===== src/rtl/aes_round_ctrl.sv =====
// AES-128 round sequencer: accepts a plaintext/key pair, performs the initial
// AddRoundKey, then drives the single-round datapath NROUNDS times, feeding
// state and round key back. It returns the ciphertext over a valid/ready
// handshake. Only one block is in flight at a time.
module aes_round_ctrl #(
  parameter int unsigned NROUNDS = 10,
  parameter int unsigned RW      = 4
) (
  input  logic           clock,
  input  logic           reset,
  // plaintext/key input handshake
  input  logic           in_valid,
  output logic           in_ready,
  input  logic [127:0]   in_text,
  input  logic [127:0]   in_key,
  // ciphertext output handshake
  output logic           out_valid,
  input  logic           out_ready,
  output logic [127:0]   out_text,
  output logic           busy,
  // round datapath interface
  output logic           rnd_enable,
  output logic [127:0]   rnd_text,
  output logic [127:0]   rnd_key,
  output logic [RW-1:0]  rnd_round,
  input  logic [127:0]   rnd_o_text,
  input  logic [127:0]   rnd_rkey,
  input  logic           rnd_done
);

  localparam logic [RW-1:0] LAST_ROUND = RW'(NROUNDS - 1);

  typedef enum logic [1:0] {
    IDLE    = 2'd0,
    ISSUE   = 2'd1,
    CAPTURE = 2'd2,
    DONE    = 2'd3
  } ctrl_state_t;

  ctrl_state_t    ctrl_q;
  logic [127:0]   state_q;
  logic [127:0]   key_q;
  logic [RW-1:0]  round_q;

  // The datapath always works on the fed-back state and previous round key.
  assign rnd_text  = state_q;
  assign rnd_key   = key_q;
  assign rnd_round = round_q;

  // Sequencer: state, round counter, feedback registers and registered outputs.
  always_ff @(posedge clock) begin
    if (reset) begin
      ctrl_q     <= IDLE;
      state_q    <= '0;
      key_q      <= '0;
      round_q    <= '0;
      out_text   <= '0;
      in_ready   <= 1'b1;
      out_valid  <= 1'b0;
      busy       <= 1'b0;
      rnd_enable <= 1'b0;
    end else begin
      // The round strobe is a single-cycle pulse unless re-armed below.
      rnd_enable <= 1'b0;
      case (ctrl_q)
        IDLE: begin
          if (in_valid) begin
            // Initial AddRoundKey is folded into the accept.
            state_q    <= in_text ^ in_key;
            key_q      <= in_key;
            round_q    <= '0;
            in_ready   <= 1'b0;
            busy       <= 1'b1;
            rnd_enable <= 1'b1;
            ctrl_q     <= ISSUE;
          end
        end
        ISSUE: begin
          ctrl_q <= CAPTURE;
        end
        CAPTURE: begin
          if (rnd_done) begin
            state_q <= rnd_o_text;
            if (round_q == LAST_ROUND) begin
              // The datapath's key output after the last round is a dummy;
              // leave key_q untouched.
              out_text  <= rnd_o_text;
              out_valid <= 1'b1;
              ctrl_q    <= DONE;
            end else begin
              key_q      <= rnd_rkey;
              round_q    <= round_q + RW'(1);
              rnd_enable <= 1'b1;
              ctrl_q     <= ISSUE;
            end
          end
        end
        DONE: begin
          if (out_ready) begin
            // out_text keeps the last ciphertext after the handshake.
            out_valid <= 1'b0;
            busy      <= 1'b0;
            in_ready  <= 1'b1;
            ctrl_q    <= IDLE;
          end
        end
        default: begin
          ctrl_q <= IDLE;
        end
      endcase
    end
  end

  // Round strobe never fires on two consecutive cycles.
  a_enable_pulse: assert property (@(posedge clock) disable iff (reset)
    rnd_enable |=> !rnd_enable);

  // Ciphertext is stable while the consumer stalls.
  a_out_stable: assert property (@(posedge clock) disable iff (reset)
    (out_valid && !out_ready) |=> $stable(out_text));

  // Round counter stays within the round range.
  a_round_range: assert property (@(posedge clock) disable iff (reset)
    round_q <= LAST_ROUND);

endmodule


===== config.mk =====
export PLATFORM = sky130hd
export DESIGN_NAME = aes_round_ctrl
export DESIGN_NICKNAME = d
export VERILOG_FILES = /design/src/rtl/aes_round_ctrl.sv
export SDC_FILE = /design/constraint.sdc
export NUM_CORES = 1
export LEC_CHECK = 0
export BUFFER_PORTS_ARGS = -buffer_cell sky130_fd_sc_hd__buf_4
export CAP_MARGIN = 20
export CORE_AREA = 2 2 352 354
export CTS_CLUSTER_DIAMETER = 80
export CTS_CLUSTER_SIZE = 30
export DETAILED_ROUTE_END_ITERATION = 7
export DIE_AREA = 0 0 354 356
export PLACE_DENSITY = 0.34
export SYNTH_ARGS = -nofsm -noshare
export SYNTH_HDL_FRONTEND = slang
export SYNTH_SLANG_ARGS = --single-unit

===== constraint.sdc =====
create_clock -name clock -period 4.2 [get_ports clock]
set_clock_uncertainty 0.2 [all_clocks]
set_input_delay 0.21 -clock clock [delete_from_list [all_inputs] [get_ports clock]]
set_output_delay 0.21 -clock clock [all_outputs]
set_load 0.02 [all_outputs]

==> metrics, run 1 <==
status finished clean; Power Dens Cells between 300 and 400 nW/µm²; total of fill cells in the finished design around 13000; required time of the critical path approximately 4.5 ns; starting utilization of the core area between 10% and 20%; largest fanout on the critical path between 50 and 60; switching power ~4 mW; CTS Sinks about 400; Final Util between 20% and 30%; Static Leakage between 10 and 15 nW; routability cong. 0.8252; unrepaired setup endpoints after global routing no; IO buf count around 900; Fin. Hold Viols 0; Clock Path Buffers 3; Max-cap violations 0; Sw Ratio approximately a third; layout net count approximately 4200; clock power share 36.9%; delay-heaviest family, CP buffers and inverters; 1st-iter DRT viols about 1200; register area between 7000 and 8000 µm²; vias in the first global route roughly 24000; grt total ovfl 0; via count roughly 23000; hpwl dp about 90000 µm; CTS tree done; Int Power roughly 8.0 mW; Worst Hold Class in2reg; clk_lat worst skew 0.60 ns; Seq/Total Area, Yosys between 40% and 50%; remaining routing DRC violations 0; commonest non-fill, non-tap cell in the layout buf_4; die height 356 µm; Yosys cell types 36; Max Clock Freq about 280 MHz; mapped cell area 18440 µm²; FF+latch count, synth between 300 and 400; YS warnings 0; Core ar. 122700 µm²; post-cts resize count 0; die width between 300 and 400 µm; Tmin final 3.512 ns; combinational power share 27.9%; first-pass GRT wire length roughly 180000 µm; actual slew at the worst max-slew pin approximately 1.1 ns; arrival time worst endpoint around 3.8 ns; ANT nets after route 0; mean post-synth cell area between 8 and 9 µm²; I/O pins ~910; Slowest Stage Delay on Critical Path 0.76 ns; post-CTS setup buffers 0; area grow syn2layout 89.98%; area of the multi-input gates around 9500 µm²; antenna violations before repair 7; Critical Path, Cell by Cell mux2_8, and3_4, buf_12, a311oi_2, dlygate4sd3_1; Max Transition Viols Final 0; CTS H-tree depth 2; Root Driver clkbuf_16; Final period util 83.63%; DR vias/cell between 4 and 5; slowest CP cell and3_4; drt total wl roughly 130000 µm; most frequent cells in the layout buf_4, dlygate4sd3_1, dfxtp_1, nand2_1, nor2_1; FP Rows between 100 and 150; die area roughly 130000 µm²; layout cells sized above 1 between 30% and 40%; Worst Setup End Kind register; synth top area cells dfxtp_1, a311oi_2, nand2_1; largest net degree at the start of global routing 130; CP startpoint kind register; count of final setup violators 0; net count after synthesis ~2700; leading area contributor after synthesis dfxtp_1; sequential share of power about a third; headroom to the max-slew limit roughly a quarter; Reg clk slew, reported paths about 0.080 ns; drt wl/cell between 20 and 25 µm; Post-Synthesis Cells about 2200; Overall Global Routing Usage approximately 19%; CTS buffer count 42; DRT Pass-1 Iters 5; critical path buffer and inverter count 2; peak supply drop 0.2298 mV; post-synth top area share approximately 43%; final setup TNS 0 ns; Setup CP Type reg2reg
==> cell families after synthesis <==
logic type | share of synthesized area (%)
AOI/OAI and AO/OA | 27.43
xor gates and xnor gates | 6.080
adders and majority gates | 0.1357
buffers and inverters | 6.121
DFF | 42.78
muxes | 0.08140
and+or+nand+nor | 17.38
==> registers in the layout (all words and copies together) (netlist names) <==
name and count:
rnd_key 128, in_ready 1, rnd_text 128, rnd_round 4, ctrl_q 2, rnd_enable 1
out_valid 1, busy 1, out_text 128
==> through the flow <==
step                      instance area (µm²)  hold WS, ns  instances  setup WS [ns]  power, mW
after floorplan                         18440       0.1289       2227          2.212      5.480
after global placement                  26920       0.2599       4584          1.197      7.003
after detailed placement                26920       0.2579       4584          1.144      7.000
after CTS                               35010      0.01013       5316         0.6107      12.12
after global routing                    35020      0.06808       5319         0.4992      12.43
final                                   35030      0.05582       5323         0.6876      11.93
==> power groups by stage <==
stage | Sequential, mW | Clock [mW] | Combinational (mW)
6_report | 4.19 | 4.40 | 3.33
5_1_grt | 4.22 | 4.67 | 3.54
2_1_floorplan | 4.53 | 0 | 0.945
3_3_place_gp | 4.28 | 0 | 2.72
3_5_place_dp | 4.28 | 0 | 2.72
4_1_cts | 4.20 | 4.57 | 3.36
==> final timing paths <==
kind | startpoint | to | slack [ns] | depth (start not counted)
min reg2reg | rnd_text[15] | rnd_text[15] | 0.27 | 2
min | in_key[18] | rnd_text[18] | 0.06 | 4
max reg2reg | ctrl_q[1] | rnd_key[62] | 0.69 | 5
max | ctrl_q[1] | rnd_key[62] | 0.69 | 5
==> synthesized netlist by cell type, drive strengths merged <==
cell type and count:
a311oi 129, nand2b 3, and3b 2, nand3 132, o21ai 130, o21a 1, dfxtp 394, and3 1
a31oi 128, and2 1, o211ai 1, clkbuf 131, xor2 128, nand3b 2, or4 2, o31ai 1
buf 114, nand4 2, ha 2, nor2 257, a31o 1, nor2b 2, a21oi 136, o221ai 1
o32ai 129, clkinv 1, nand4b 1, mux2 1, nor4 1, nand2 389, inv 4
==> worst reg2reg max path: stages, from the launching register on <==
cell and delay [ns]:
dfxtp_1 0.68, mux2_8 0.64, and3_4 0.77, buf_12 0.32
a311oi_2 0.19, dlygate4sd3_1 0.60
==> metal layers <==
layer | part of all wire [%] | track usage, % | vias up
li1 | - | - | 10840
met1 | 43 | 24.24 | 11620
met2 | 48 | 33.21 | 865
met3 | 6.5 | 4.374 | 120
met4 | 2.4 | 4.771 | 2
met5 | 0.010 | 0 | -
==> layout make-up <==
class,count,share of cell area (%)
antenna,7,0.05001
clock buffer,49,3.315
clock inverter,29,1.104
inverter,5,0.08215
multi-input combinational,1583,27.05
sequential,394,22.52
tap,1637,5.847
timing repair buffer,1619,40.03
==> timing repair <==
item,in CTS,in global routing
setup endpoints to repair,0,0
hold endpoints to repair,391,0
hold buffers,654,0
No activity file was read; power rests on OpenSTA's default activity.
==> run 2, diff against run 1 <==
- clock period: 4.2 -> 3.35 ns (I/O delays scaled with it)
==> run 2 against run 1 <==
Net effect: clock power grew 33%; flip-flop and latch count is the same; cell area grew 0.83%; critical path type unchanged.
==> metrics, run 2 (same netlist as run 1, synthesis figures left out) <==
most frequent cells in the layout buf_4, dlygate4sd3_1, dfxtp_1, nand2_1, nor2_1; total of fill cells in the finished design 13410 (+0.075%); antenna violations before repair 12 (+5); actual slew at the worst max-slew pin 1.193 ns (+0.05475 ns); routability cong. 0.8372 (+1.5%); commonest non-fill, non-tap cell in the layout buf_4; Final period util 90.65% (+7.0 points); layout cells sized above 1 31.71% (+0.40 points); status finished clean; Final Non-Filler Cells 5328 (+0.094%); peak supply drop 0.2686 mV (+17%); Setup CP Type reg2reg; area of the multi-input gates 9477 µm² (unchanged); CTS buffer count 44 (+4.8%); ANT nets after route 0 (unchanged); count of final setup violators 0 (unchanged); Static Leakage 14.76 nW (+0.17%); Max-cap violations 0 (unchanged); arrival time worst endpoint 3.33 ns (-0.48 ns); Core ar. 122700 µm² (unchanged); Critical Path, Cell by Cell inv_1, ha_1, nand4b_1, and3_4, buf_12, a311oi_2, dlygate4sd3_1; clk_lat worst skew 0.61 ns (about the same); IO buf count 908 (unchanged); unrepaired setup endpoints after global routing no; Worst Hold Class in2reg; number of cells after detailed placement 4596 (+0.26%); starting utilization of the core area 15.03% (unchanged); 1st-iter DRT viols 1412 (+15%); grt total ovfl 0 (unchanged); Max Transition Viols Final 0 (unchanged); drt total wl 126400 µm (-1.1%); DRT Pass-1 Iters 6 (+1); final setup TNS 0 ns (unchanged); Power Dens Cells 434.1 nW/µm² (+28%); layout net count 4168 (+0.096%); Root Driver clkbuf_16; die area 126000 µm² (unchanged); register area 7888 µm² (unchanged); area grow syn2layout 91.56%; CP startpoint kind register; CP Depth 7 (+2); largest net degree at the start of global routing 130 (unchanged); CTS Sinks 394 (unchanged); DR vias/cell 4.366 (-0.86%); vias in the first global route 24280 (-0.77%); Overall Global Routing Usage 19.07% (-0.22 points); Clock Path Buffers 3 (unchanged); Reg clk slew, reported paths 0.08 ns (about the same); die width 354 µm (unchanged); CTS H-tree depth 2 (unchanged); delay-heaviest family, CP simple AND/OR/NAND/NOR gates; drt wl/cell 23.73 µm (-1.2%); Slowest Stage Delay on Critical Path 0.70 ns (-0.06 ns); R2R depth 7 (+2); critical path buffer and inverter count 3 (+1); via count 23260 (-0.76%); remaining routing DRC violations 0 (unchanged); first-pass GRT wire length 177500 µm (-1.2%); hold path depth 4 (unchanged); Tmin final 3.037 ns (-0.4757 ns); die height 356 µm (unchanged); Worst Setup End Kind register; required time of the critical path 3.64 ns (-0.86 ns); hpwl dp 90970 µm (-0.20%); Final Util 28.79% (+0.24 points); post-CTS setup buffers 0 (unchanged); slowest CP cell and3_4; CTS tree done; Max Clock Freq 329.3 MHz (+16%); largest fanout on the critical path 20 (-66%); FP Rows 129 (unchanged); Fin. Hold Viols 0 (unchanged); post-cts resize count 0 (unchanged); headroom to the max-slew limit 20.45% (-3.6 points); I/O pins 909 (unchanged)
==> run 2: cell types whose count changed in the layout (fill, tap and decap cells not counted) <==
| cell | before | now |
|---|---|---|
| clkinv_4 | 6 | 1 |
| clkinv_2 | 6 | 1 |
| inv_8 | 3 | 2 |
| buf_4 | 946 | 943 |
| inv_16 | 1 | 3 |
| dlygate4sd3_1 | 654 | 644 |
| diode_2 | 7 | 8 |
| clkbuf_8 | 2 | 0 |
| bufinv_16 | 5 | 7 |
| clkbuf_1 | 2 | 0 |
| inv_6 | 6 | 15 |
| clkinvlp_4 | 0 | 2 |
| clkinv_8 | 2 | 4 |
| buf_12 | 18 | 33 |
==> run 2: timing repair <==
item | CTS | global route
hold buffers | 644 | 0
hold endpoints to repair | 392 | 0
endpoints found under the setup margin | 0 | 0
==> run 2: layout make-up <==
class	instances	share of cell area [%]
Timing Repair Buffer	1621	40.21
Antenna cell	8	0.05668
Tap cell	1637	5.799
Sequential cell	394	22.33
Clock inverter	35	1.509
Clock buffer	45	3.188
Inverter	5	0.08147
Multi-Input combinational cell	1583	26.83
==> run 2: worst reg2reg max path, stage by stage, from the launching register on <==
cell and delay, ns:
dfxtp_1 0.39, inv_1 0.08, ha_1 0.21, nand4b_1 0.28, and3_4 0.70, buf_12 0.32, a311oi_2 0.14, dlygate4sd3_1 0.61
==> run 2: per-layer routing <==
| metal | up-vias | part of all wire, % | wire length (µm) | track usage, % |
|---|---|---|---|---|
| met3 | 158 | 7.9 | 9931 | 5.777 |
| met4 | 4 | 3.6 | 4522 | 6.458 |
| met5 | - | 0.021 | 26 | 0 |
| met2 | 880 | 47 | 59080 | 31.58 |
| li1 | 10840 | - | - | - |
| met1 | 11380 | 42 | 52850 | 23.44 |
==> run 2: final timing paths <==
path | slack, ns | to | start
worst max-delay path | 0.31 | rnd_key[43] | rnd_round[1]
worst min-delay path | 0.1 | rnd_text[17] | in_key[17]
worst max register to register | 0.31 | rnd_key[43] | rnd_round[1]
worst min register to register | 0.27 | rnd_text[41] | rnd_text[41]
==> run 2: power by group <==
part	switching (mW)	leakage, nW	total [mW]	internal (mW)
registers	0.236	3.23	5.25	5.02
clock network	2.69	0.804	5.85	3.16
logic	2.20	10.7	4.23	2.04
==> run 2: per-stage QoR <==
| stage | hold slack, ns | setup slack (ns) | instance area [µm²] | total power, mW |
|---|---|---|---|---|
| 6_report | 0.09508 | 0.3133 | 35320 | 15.33 |
| 5_1_grt | 0.09429 | 0.1860 | 35310 | 16.01 |
| 4_1_cts | 0.03465 | 0.2946 | 35300 | 15.56 |
| 3_5_place_dp | 0.2189 | 0.8632 | 27200 | 8.810 |
| 3_3_place_gp | 0.2395 | 0.8765 | 27200 | 8.814 |
| 2_1_floorplan | 0.08636 | 1.362 | 18440 | 6.870 |
==> run 3, diff against run 2 <==
- ABC_AREA: default -> 1
- BUFFER_PORTS_ARGS: -buffer_cell sky130_fd_sc_hd__buf_4 -> -buffer_cell sky130_fd_sc_hd__buf_2
- CORE_AREA: 2 2 352 354 -> 2 2 350 352
- DIE_AREA: 0 0 354 356 -> 0 0 352 354
==> run 3 against run 2 <==
Net effect: wire length shrank 14%; setup slack gained 0.37 ns; worst hold slack lost 0.095 ns; largest power group is now sequential cells; area after synthesis shrank 1.5%; sequential power grew 4.0%; first-iteration DRC count shrank 21%; critical path depth grew 1; power grew 3.2%.
==> metrics, run 3 <==
status finished clean; layout net count 4731 (+14%); top_reg_cell synth dfxtp_1; delay-heaviest family, CP buffers and inverters; Worst path most repeated cell nor2_1; grt met2 use 29.93% (-1.6 points); largest fanout on the critical path 75 (+280%); net count after synthesis 3238 (+18%); mean post-synth cell area 6.678 µm² (-19%); largest net degree at the start of global routing 104 (-20%); Final period util 79.56% (-11 points); vias in the first global route 23470 (-3.3%); antenna violations before repair 17 (+5); mapped cell area 18160 µm² (-1.5%); CTS tree done; ANT nets after route 0 (unchanged); post-cts resize count 0 (unchanged); final instance area 32850 µm² (-7.0%); GRT busiest layer met2; top cells by count, synth nand2_1, o21ai_0, nor2_1, dfxtp_1, a21oi_1; register area 7888 µm² (unchanged); arrival time worst endpoint 3.02 ns (-0.31 ns); GR Util met3 4.052% (-1.7 points); Post-synth EDFFs 0 (unchanged); Post-synth ARST share 0% (unchanged); die height 354 µm (-0.56%); drt wl/cell 18.44 µm (-22%); actual slew at the worst max-slew pin 0.9921 ns (-0.2011 ns); Overall Global Routing Usage 16.64% (-2.4 points); Core ar. 120900 µm² (-1.4%); starting utilization of the core area 15.02% (-0.016 points); die width 352 µm (-0.56%); met1 Track Usage GR 19.55% (-3.9 points); Max Clock Freq 375.2 MHz (+14%); post-synth top area share 43.44% (+0.67 points); count of final setup violators 0 (unchanged); Post-Synthesis Cells 2719 (+22%); CTS buffer count 41 (-6.8%); area of the multi-input gates 8551 µm² (-9.8%); hpwl dp 80290 µm (-12%); leading area contributor after synthesis dfxtp_1; DRT Pass-1 Iters 5 (-1); Worst Setup End Kind register; DR vias/cell 3.938 (-9.8%); total of fill cells in the finished design 13510 (+0.76%); number of cells after detailed placement 5111 (+11%); I/O pins 909 (unchanged); CTS H-tree depth 2 (unchanged); Max Transition Viols Final 0 (unchanged); Root Driver clkbuf_16; area grow syn2layout 80.91%; Slowest Stage Delay on Critical Path 0.60 ns (-0.10 ns); Power Dens Cells 481.6 nW/µm² (+11%); top-count cell post-synth nand2_1; via count 23130 (-0.57%); layout cells sized above 1 24.46% (-7.2 points); remaining routing DRC violations 0 (unchanged); 1st-iter DRT viols 1121 (-21%); clk_lat worst skew 0.60 ns (about the same); Static Leakage 16.08 nW (+9.0%); Place WS 0.9458 ns (+0.08266 ns); Reg clk slew, reported paths 0.09 ns (about the same); peak supply drop 0.3706 mV (+38%); commonest non-fill, non-tap cell in the layout buf_2; Seq/Total Area, Yosys 43.44% (+0.67 points); Max-cap violations 0 (unchanged); YS warnings 0 (unchanged); CP startpoint kind register; critical path buffer and inverter count 3 (unchanged); CTS Sinks 394 (unchanged); Clock Path Buffers 3 (unchanged); routability cong. 0.8852 (+5.7%); slowest CP cell dlygate4sd3_1; headroom to the max-slew limit 33.86% (+13 points); IO buf count 908 (unchanged); Setup CP Type reg2reg; Final Non-Filler Cells 5873 (+10%); Critical Path, Cell by Cell nand2_8, inv_8, buf_4, nand2_1, o21ai_0, dlygate4sd3_1, nor2_1, nor2_1; fin worst setup slack 0.6848 ns (+0.3715 ns); FP Rows 128 (-0.78%); Yosys cell types 20 (-44%); required time of the critical path 3.70 ns (+0.06 ns); first-pass GRT wire length 156200 µm (-12%); die area 124600 µm² (-1.1%); final setup TNS 0 ns (unchanged); most frequent cells in the layout buf_2, dlygate4sd3_1, nand2_1, o21ai_0, nor2_1; synth top area cells dfxtp_1, nand2_1, o21ai_0; FF+latch count, synth 394 (unchanged); Fin. Hold Viols 0 (unchanged); placed inst area 24550 µm² (-9.7%); drt total wl 108300 µm (-14%); unrepaired setup endpoints after global routing no; Worst Hold Class in2reg; grt total ovfl 0 (unchanged); Tmin final 2.665 ns (-0.3715 ns)
[run 3: cell types whose count changed in the layout (fill, tap and decap cells not counted), moves of 129 or more]
cell | previous run | this run
buf_2 | 0 | 908
buf_4 | 943 | 28
inv_1 | 3 | 232
nand2_1 | 389 | 615
nor2_1 | 257 | 396
o21ai_0 | 130 | 455
o32ai_1 | 129 | 0
[run 3: power by group]
group / leakage [nW] / switching [mW] / total, mW / internal (mW)
clock: 0.698 / 2.47 / 5.16 / 2.69
sequential: 3.24 / 0.257 / 5.46 / 5.21
combinational: 12.1 / 3.06 / 5.20 / 2.14
total: 16.1 / 5.79 / 15.8 / 10.0
[run 3: metal layers]
layer / part of all wire [%] / vias up / wire, µm
met4: 2.7 / 14 / 2920
met1: 41 / 10620 / 44890
met3: 6.0 / 129 / 6537
li1: - / 11670 / -
met2: 50 / 703 / 53850
met5: 0.088 / - / 95
[run 3: metrics by stage]
stage	power, mW	util [%]	hold WS, ns
final	15.82	27.16	0.00008027
after global routing	16.76	27.16	0.03483
after CTS	16.19	27.15	0.007106
after detailed placement	9.911	20.30	0.2121
after global placement	9.919	20.30	0.2070
after floorplan	7.875	-	0.03657
[run 3: what timing repair did]
item,in CTS,in global routing
hold endpoints to repair,393,0
setup buffers,0,0
hold buffers,683,0
[run 3: cell families (layout without fill, tap and decap cells)]
family                   count (synthesis)  after routing  synth area share (%)
other                                    0              5                     0
adder cells (fa/ha/maj)                  2              2                0.1378
XOR/XNOR                                63             63                 3.039
AO/OA/AOI/OAI                          759            759                 20.92
AND/OR/NAND/NOR                       1075           1075                 22.71
buffers and inverters                  426           1950                 9.744
flip-flops                             394            394                 43.44
[run 3: path summary, 6_finish.rpt]
path / from / to / slack (ns) / cells after the start
worst max register to register: ctrl_q[1] / rnd_key[82] / 0.68 / 8
worst min-delay path: in_key[124] / rnd_text[124] / 0.00008 / 5
worst min register to register: out_valid / out_valid / 0.27 / 2
worst max-delay path: ctrl_q[1] / rnd_key[82] / 0.68 / 8
[run 3: worst min-delay path, stage by stage]
cell,delay [ns]
buf_2,0.08
inv_1,0.15
nor2_1,0.14
o21ai_0,0.09
a21oi_1,0.13
[run 3: final cells by class]
type                    count  area share [%]
diodes                      5         0.03809
clock buffers              50           3.447
clock inverters            24          0.9599
inverters                 236           2.750
multi-input cells        1899           26.03
flip-flops and latches    394           24.01
well taps                1625           6.190
repair buffers           1640           36.57
